===== src/rtl/seg14_pkg.sv =====
// ---------------------------------------------------------------------------
// seg14_pkg : shared sizes, scan FSM states and 14-segment glyph constants
// Rev 1.0
// ---------------------------------------------------------------------------
`default_nettype none

package seg14_pkg;

  localparam int NUM_DIGITS = 12;
  localparam int SEG_W      = 14;
  localparam int IDX_W      = $clog2(NUM_DIGITS);

  typedef enum logic [1:0] {
    IDLE  = 2'd0,
    BLANK = 2'd1,
    DRIVE = 2'd2
  } state_t;

  // Bit order [13:0] = a b c d e f g1 g2 h i j k l m
  localparam logic [SEG_W-1:0] GLYPH_SPACE = 14'b00000000000000;
  localparam logic [SEG_W-1:0] GLYPH_A     = 14'b11101111000000;
  localparam logic [SEG_W-1:0] GLYPH_B     = 14'b11110001010010;
  localparam logic [SEG_W-1:0] GLYPH_C     = 14'b10011100000000;
  localparam logic [SEG_W-1:0] GLYPH_D     = 14'b11110000010010;
  localparam logic [SEG_W-1:0] GLYPH_E     = 14'b10011111000000;
  localparam logic [SEG_W-1:0] GLYPH_F     = 14'b10001110000000;
  localparam logic [SEG_W-1:0] GLYPH_G     = 14'b10111101000000;
  localparam logic [SEG_W-1:0] GLYPH_H     = 14'b01101111000000;
  localparam logic [SEG_W-1:0] GLYPH_I     = 14'b10010000010010;
  localparam logic [SEG_W-1:0] GLYPH_J     = 14'b01111000000000;
  localparam logic [SEG_W-1:0] GLYPH_K     = 14'b00001110001001;
  localparam logic [SEG_W-1:0] GLYPH_L     = 14'b00011100000000;
  localparam logic [SEG_W-1:0] GLYPH_M     = 14'b01101100101000;
  localparam logic [SEG_W-1:0] GLYPH_N     = 14'b01101100100001;
  localparam logic [SEG_W-1:0] GLYPH_O     = 14'b11111100000000;
  localparam logic [SEG_W-1:0] GLYPH_P     = 14'b11001111000000;
  localparam logic [SEG_W-1:0] GLYPH_Q     = 14'b11111100000001;
  localparam logic [SEG_W-1:0] GLYPH_R     = 14'b11001111000001;
  localparam logic [SEG_W-1:0] GLYPH_S     = 14'b10110111000000;
  localparam logic [SEG_W-1:0] GLYPH_T     = 14'b10000000010010;
  localparam logic [SEG_W-1:0] GLYPH_U     = 14'b01111100000000;
  localparam logic [SEG_W-1:0] GLYPH_V     = 14'b00001100001100;
  localparam logic [SEG_W-1:0] GLYPH_W     = 14'b01101100000101;
  localparam logic [SEG_W-1:0] GLYPH_X     = 14'b00000000101101;
  localparam logic [SEG_W-1:0] GLYPH_Y     = 14'b00000000101010;
  localparam logic [SEG_W-1:0] GLYPH_Z     = 14'b10010000001100;
  localparam logic [SEG_W-1:0] GLYPH_0     = 14'b11111100001100;
  localparam logic [SEG_W-1:0] GLYPH_1     = 14'b01100000001000;
  localparam logic [SEG_W-1:0] GLYPH_2     = 14'b11011011000000;
  localparam logic [SEG_W-1:0] GLYPH_3     = 14'b11110001000000;
  localparam logic [SEG_W-1:0] GLYPH_4     = 14'b01100111000000;
  localparam logic [SEG_W-1:0] GLYPH_5     = 14'b10110111000000;
  localparam logic [SEG_W-1:0] GLYPH_6     = 14'b10111111000000;
  localparam logic [SEG_W-1:0] GLYPH_7     = 14'b11100000000000;
  localparam logic [SEG_W-1:0] GLYPH_8     = 14'b11111111000000;
  localparam logic [SEG_W-1:0] GLYPH_9     = 14'b11110111000000;

endpackage

`default_nettype wire


===== src/rtl/seg14_frame_buf.sv =====
// ---------------------------------------------------------------------------
// seg14_frame_buf : double-buffered glyph store (shadow written by host,
// active copied atomically from shadow, combinational read of active)
// Rev 1.0
// ---------------------------------------------------------------------------
`default_nettype none

module seg14_frame_buf
  import seg14_pkg::*;
(
  input  logic             clk,
  input  logic             rst_n,
  input  logic             wr_en_i,
  input  logic [3:0]       wr_addr_i,
  input  logic [SEG_W-1:0] wr_data_i,
  input  logic             copy_i,
  input  logic [IDX_W-1:0] rd_idx_i,
  output logic [SEG_W-1:0] rd_data_o
);

  logic [SEG_W-1:0] shadow_q [NUM_DIGITS];
  logic [SEG_W-1:0] active_q [NUM_DIGITS];
  logic             wr_hit_d;

  assign wr_hit_d = wr_en_i && (wr_addr_i < 4'(NUM_DIGITS));

  // The copy reads shadow_q before this edge's write lands.
  always_ff @(posedge clk) begin
    if (!rst_n) begin
      for (int i = 0; i < NUM_DIGITS; i++) begin
        shadow_q[i] <= '0;
        active_q[i] <= '0;
      end
    end else begin
      if (copy_i) begin
        for (int i = 0; i < NUM_DIGITS; i++) begin
          active_q[i] <= shadow_q[i];
        end
      end
      if (wr_hit_d) begin
        shadow_q[wr_addr_i[IDX_W-1:0]] <= wr_data_i;
      end
    end
  end

  assign rd_data_o = active_q[rd_idx_i];

endmodule

`default_nettype wire


===== src/rtl/seg14_scan_ctrl.sv =====
// ---------------------------------------------------------------------------
// seg14_scan_ctrl : 12-digit 14-segment scan scheduler with blanking gaps
// and frame-boundary buffer swap. Macros: USE_POWER_PINS, SEG14_SCROLL_EN.
// Rev 1.0
// ---------------------------------------------------------------------------
`default_nettype none

module seg14_scan_ctrl
  import seg14_pkg::*;
#(
  parameter int DWELL_W      = 16,
  parameter int BLANK_CYCLES = 2,
  parameter int SCROLL_W     = 8
) (
`ifdef USE_POWER_PINS
  inout  wire                    vdd,
  inout  wire                    vss,
`endif
  input  logic                   clk,
  input  logic                   rst_n,
  input  logic                   enable_i,
  input  logic [DWELL_W-1:0]     cfg_dwell_i,
`ifdef SEG14_SCROLL_EN
  input  logic [SCROLL_W-1:0]    cfg_scroll_frames_i,
`endif
  input  logic                   wr_en_i,
  input  logic [3:0]             wr_addr_i,
  input  logic [SEG_W-1:0]       wr_data_i,
  input  logic                   swap_req_i,
  output logic                   swap_ack_o,
  output logic                   frame_done_o,
  output logic [NUM_DIGITS-1:0]  sel_o,
  output logic [SEG_W-1:0]       segm_o
);

  localparam int BLK_W = (BLANK_CYCLES > 1) ? $clog2(BLANK_CYCLES) : 1;
  localparam logic [BLK_W-1:0]      BLK_LOAD = BLK_W'(BLANK_CYCLES - 1);
  localparam logic [NUM_DIGITS-1:0] SEL_ONE  = NUM_DIGITS'(1);
  localparam logic [IDX_W-1:0]      IDX_LAST = IDX_W'(NUM_DIGITS - 1);

  state_t                state_q;
  logic [IDX_W-1:0]      idx_q;
  logic [DWELL_W-1:0]    dwell_q;
  logic [BLK_W-1:0]      blank_q;
  logic                  pending_q;
  logic                  swap_ack_q;
  logic                  frame_done_q;
  logic [NUM_DIGITS-1:0] sel_q;
  logic [SEG_W-1:0]      segm_q;
  logic [IDX_W-1:0]      offset_q;

  logic                  frame_end_d;
  logic                  copy_d;
  logic [DWELL_W-1:0]    dwell_load_d;
  logic [IDX_W:0]        rd_sum_d;
  logic [IDX_W-1:0]      rd_idx_d;
  logic [SEG_W-1:0]      rd_data_d;

  assign frame_end_d  = enable_i && (state_q == DRIVE) && (dwell_q == '0) && (idx_q == IDX_LAST);
  assign copy_d       = pending_q && (frame_end_d || (state_q == IDLE));
  assign dwell_load_d = (cfg_dwell_i == '0) ? '0 : cfg_dwell_i - 1'b1;
  assign rd_sum_d     = {1'b0, idx_q} + {1'b0, offset_q};
  assign rd_idx_d     = (rd_sum_d >= (IDX_W+1)'(NUM_DIGITS))
                      ? IDX_W'(rd_sum_d - (IDX_W+1)'(NUM_DIGITS))
                      : rd_sum_d[IDX_W-1:0];

  seg14_frame_buf u_frame_buf (
    .clk       (clk),
    .rst_n     (rst_n),
    .wr_en_i   (wr_en_i),
    .wr_addr_i (wr_addr_i),
    .wr_data_i (wr_data_i),
    .copy_i    (copy_d),
    .rd_idx_i  (rd_idx_d),
    .rd_data_o (rd_data_d)
  );

`ifdef SEG14_SCROLL_EN
  logic [SCROLL_W-1:0] frames_q;

  always_ff @(posedge clk) begin
    if (!rst_n) begin
      offset_q <= '0;
      frames_q <= '0;
    end else if (copy_d) begin
      offset_q <= '0;
      frames_q <= '0;
    end else if (frame_end_d && (cfg_scroll_frames_i != '0)) begin
      if (frames_q >= cfg_scroll_frames_i - 1'b1) begin
        frames_q <= '0;
        offset_q <= (offset_q == IDX_LAST) ? '0 : offset_q + 1'b1;
      end else begin
        frames_q <= frames_q + 1'b1;
      end
    end
  end
`else
  assign offset_q = '0;
`endif

  // A swap request raised on the copy edge is ignored so a held request
  // re-arms only from the cycle swap_ack is visible.
  always_ff @(posedge clk) begin
    if (!rst_n) begin
      state_q      <= IDLE;
      idx_q        <= '0;
      dwell_q      <= '0;
      blank_q      <= '0;
      pending_q    <= 1'b0;
      swap_ack_q   <= 1'b0;
      frame_done_q <= 1'b0;
      sel_q        <= '0;
      segm_q       <= '0;
    end else begin
      frame_done_q <= 1'b0;
      swap_ack_q   <= copy_d;
      if (copy_d) begin
        pending_q <= 1'b0;
      end else if (swap_req_i) begin
        pending_q <= 1'b1;
      end

      if (!enable_i) begin
        state_q <= IDLE;
        idx_q   <= '0;
        dwell_q <= '0;
        blank_q <= '0;
        sel_q   <= '0;
        segm_q  <= '0;
      end else begin
        case (state_q)
          IDLE: begin
            state_q <= BLANK;
            blank_q <= BLK_LOAD;
          end
          BLANK: begin
            if (blank_q == '0) begin
              state_q <= DRIVE;
              dwell_q <= dwell_load_d;
              sel_q   <= SEL_ONE << idx_q;
              segm_q  <= rd_data_d;
            end else begin
              blank_q <= blank_q - 1'b1;
            end
          end
          DRIVE: begin
            if (dwell_q == '0) begin
              state_q <= BLANK;
              blank_q <= BLK_LOAD;
              sel_q   <= '0;
              segm_q  <= '0;
              if (idx_q == IDX_LAST) begin
                idx_q        <= '0;
                frame_done_q <= 1'b1;
              end else begin
                idx_q <= idx_q + 1'b1;
              end
            end else begin
              dwell_q <= dwell_q - 1'b1;
            end
          end
          default: state_q <= IDLE;
        endcase
      end
    end
  end

  assign swap_ack_o   = swap_ack_q;
  assign frame_done_o = frame_done_q;
  assign sel_o        = sel_q;
  assign segm_o       = segm_q;

endmodule

`default_nettype wire

===== config.mk =====
export PLATFORM = sky130hd
export DESIGN_NAME = seg14_scan_ctrl
export DESIGN_NICKNAME = d
export VERILOG_FILES = /design/src/rtl/seg14_pkg.sv /design/src/rtl/seg14_frame_buf.sv /design/src/rtl/seg14_scan_ctrl.sv
export SDC_FILE = /design/constraint.sdc
export NUM_CORES = 1
export LEC_CHECK = 0
export ABC_CLOCK_PERIOD_IN_PS = 13100
export CORE_UTILIZATION = 37
export CTS_BUF_LIST = sky130_fd_sc_hd__clkbuf_8 sky130_fd_sc_hd__clkbuf_16
export CTS_CLUSTER_DIAMETER = 60
export DETAILED_ROUTE_END_ITERATION = 10
export GPL_TIMING_DRIVEN = 0
export PLACE_DENSITY = 0.52
export SLEW_MARGIN = 20
export SYNTH_ARGS = -nofsm -noshare
export SYNTH_HDL_FRONTEND = slang
export SYNTH_SLANG_ARGS = --single-unit

===== constraint.sdc =====
create_clock -name clk -period 13.1 [get_ports clk]
set_input_delay 1.965 -clock clk [delete_from_list [all_inputs] [get_ports clk]]
set_output_delay 1.965 -clock clk [all_outputs]
set_load 0.05 [all_outputs]

==> run summary <==
Number of global-route vias before repair: 10,084
Clk_lat worst skew: 570 ps
DP Cell Count: 1,865
Router iterations before antenna repair: 5
Pin count of the biggest net entering global routing: 55
Slew Limit Headroom: 38.95%
WL/cell: 21.76 um
H-tree Lvls: 2
Power per cell area: 141.1 mW/mm2
Row cnt: 77
Critical hold path startpoint: sel_o[8]
R2r worst-path depth: 10
Seq pwr share: 52.4%
Actual slew at the worst max-slew pin: 915.8 ps
Status: finished, final reports clean
Post-synth cell types: 47
Area grow syn2layout: 17.48%
Synthesized net count: 1,244
Commonest cells after routing, fill and taps aside: edfxtp_1, and2_1, and3_1
Drt total wl: 42,280 um
Slew Limit Fails: 0
Sw power: 0.6347 mW
IO Port Bufs: 65
Layout cell share with drive strength beyond 1: 11.32%
Worst Hold Endpoint: sel_o[8]
Antenna violations before repair: 2
Total CTS buffers: 43
Hold slack final: 455.5 ps
Clock Power Share: 40.7%
Number of diodes: 0
Final Cell Area: 0.01955 mm2
CTS resizes: 0
GRT overflow: 0
Ranking of synthesized cells by area: edfxtp_1, and2_1, dfxtp_1
Crit start category: input pin
Hold depth: 2
Post-layout util: 44.10%
Hold WC Path Type: register to register
Number of synthesized register bits: 388
Most common cell after layout, fill and taps aside: edfxtp_1
Type of the worst setup path: input pin to register
Vias: 9,921
Final Hold Vio Count: 0
FMAX: 233.5 MHz
GRT Util Overall: 18.83%
DRC: 0
Cts hold-fix bufs: 0
Post-DRT Antenna Nets: 0
Synthesis Warnings: 0
Clk slew on worst S/H paths: 60 ps
Top_reg_cell synth: edfxtp_1
Sequential share of the synthesized area: 66.90%
Die height: 214.1 um
Setup TNS: 0 ps
Fill count: 4,032
MaxCap Viol Count: 0
First-pass GRT wire length: 64,290 um
Clk sink count: 388
Post-DP Area: 0.01824 mm2
CP Max Fanout: 54
Synthesized area: 0.01664 mm2
Crit path capture type: register
Setup repair bufs after CTS: 0
Post-synth EDFFs: 336
Unrepaired setup endpoints after global routing: false
Sw Ratio: 23.02%
CP Data Arrival Time: 4520 ps
Mapped Avg Cell Area: 13.91 um2
HPWL Detailed: 30,540 um
Final setup fails: 0
End of the worst register-to-register path: u_frame_buf.active_q[10][8]
Nets@finish: 1,366
Core ar.: 0.04432 mm2
CP Data Required Time: 13,340 ps
Area leader, netlist: edfxtp_1
VDD IR-drop max: 0.00007522 V
IO Pins: 67
Die width: 214.1 um
Leakage power: 7.200 nW
Yosys top cell area share: 60.65%
CTS tree: built
DR iter-0 viols: 737
Pint: 2.123 mW
GPL Wtd Cong: 0.8386
R2R setup slack: 9170 ps
Non-filler instance count after layout: 1,943
Gate power share: 6.9%
Final Cycle Share: 32.70%
Via density: 5.106
Initial Util: 37.54%
Clk root buf: clkbuf_16
Post-synth ARST share: 0%
RR Startpoint: dwell_q[2]
Clock buffer depth: 3
Synth Instances: 1,196
Fin crit period: 4283 ps
Final Skew: 21.43 ps
Full die area: 0.04582 mm2
cell families (layout without fill, tap and decap cells):
| group | after synthesis | count (layout) | synth area share [%] |
|---|---|---|---|
| xor gates and xnor gates | 12 | 12 | 0.6317 |
| DFF | 388 | 388 | 66.90 |
| buffers and inverters | 103 | 258 | 2.850 |
| and+or+nand+nor | 499 | 499 | 17.51 |
| AOI/OAI and AO/OA | 115 | 115 | 4.061 |
| muxes | 70 | 70 | 7.370 |
| adders and majority gates | 9 | 9 | 0.6769 |
stage by stage:
| stage | setup slack, ps | power (mW) |
|---|---|---|
| final | 8817 | 2.757 |
| after global routing | 8636 | 2.851 |
| after CTS | 8791 | 2.787 |
| after global placement | 3105 | 1.665 |
| after detailed placement | 8183 | 1.665 |
| after floorplan | 6056 | 1.578 |
layer usage:
| layer | vias to the layer above | global-route usage [%] | part of all wire (%) |
|---|---|---|---|
| met1 | 4955 | 25.01 | 45 |
| met4 | 4 | 6.190 | 2.3 |
| met5 | - | 0 | 0.069 |
| met3 | 66 | 3.305 | 4.3 |
| li1 | 4691 | - | - |
| met2 | 205 | 31.28 | 49 |
critical path, cell delays in order:
cell	delay, ps
clkdlybuf4s50_1	530
a31oi_1	250
nor2b_1	180
buf_4	170
buf_6	200
nand2b_4	580
buf_12	290
buf_16	290
power groups by stage:
stage	sequential (mW)	combinational (mW)	clock, mW
after floorplan	1.47	0.106	0
after detailed placement	1.47	0.192	0
after CTS	1.45	0.193	1.15
final	1.45	0.189	1.12
after global routing	1.45	0.206	1.19
after global placement	1.48	0.182	0
state kept, by name, summed over array words and instances, names as in the netlist:
signal                flops
pending_q                 1
u_frame_buf.active_q    168
state_q                   2
u_frame_buf.shadow_q    168
segm_o                   14
dwell_q                  16
idx_q                     4
frame_done_o              1
swap_ack_o                1
sel_o                    12
blank_q                   1
layout make-up:
| type | instances | area, um2 | area share [%] |
|---|---|---|---|
| clock inverter | 34 | 201.4 | 1.031 |
| timing repair buffer | 77 | 823.3 | 4.212 |
| inverter | 8 | 30.03 | 0.1536 |
| sequential | 388 | 11130 | 56.95 |
| buffer | 95 | 444.2 | 2.273 |
| multi-input combinational | 705 | 5074 | 25.96 |
| tap | 592 | 740.7 | 3.790 |
| clock buffer | 44 | 1101 | 5.633 |
synthesized netlist by cell type, types with 9 or more instances:
cell type	count
ha_1	9
and2_1	200
o22ai_1	22
o21ai_0	27
edfxtp_1	336
mux2i_1	28
clkbuf_1	67
nor3_1	17
nand3_1	17
dfxtp_1	52
buf_6	9
a21oi_1	42
and3_1	145
mux4_2	42
nor2_1	51
nand2_1	34
how the worst max path moves through the flow:
stage                        start                          end  cells after the start
after floorplan           enable_i   u_frame_buf.active_q[0][0]                      5
after global placement    enable_i  u_frame_buf.active_q[10][8]                      6
after detailed placement     rst_n   u_frame_buf.shadow_q[4][9]                      4
after CTS                    rst_n   u_frame_buf.shadow_q[4][5]                      4
after global routing      enable_i  u_frame_buf.active_q[10][8]                      8
final                     enable_i  u_frame_buf.active_q[10][8]                      8
Power figures use the tool's default switching activity.
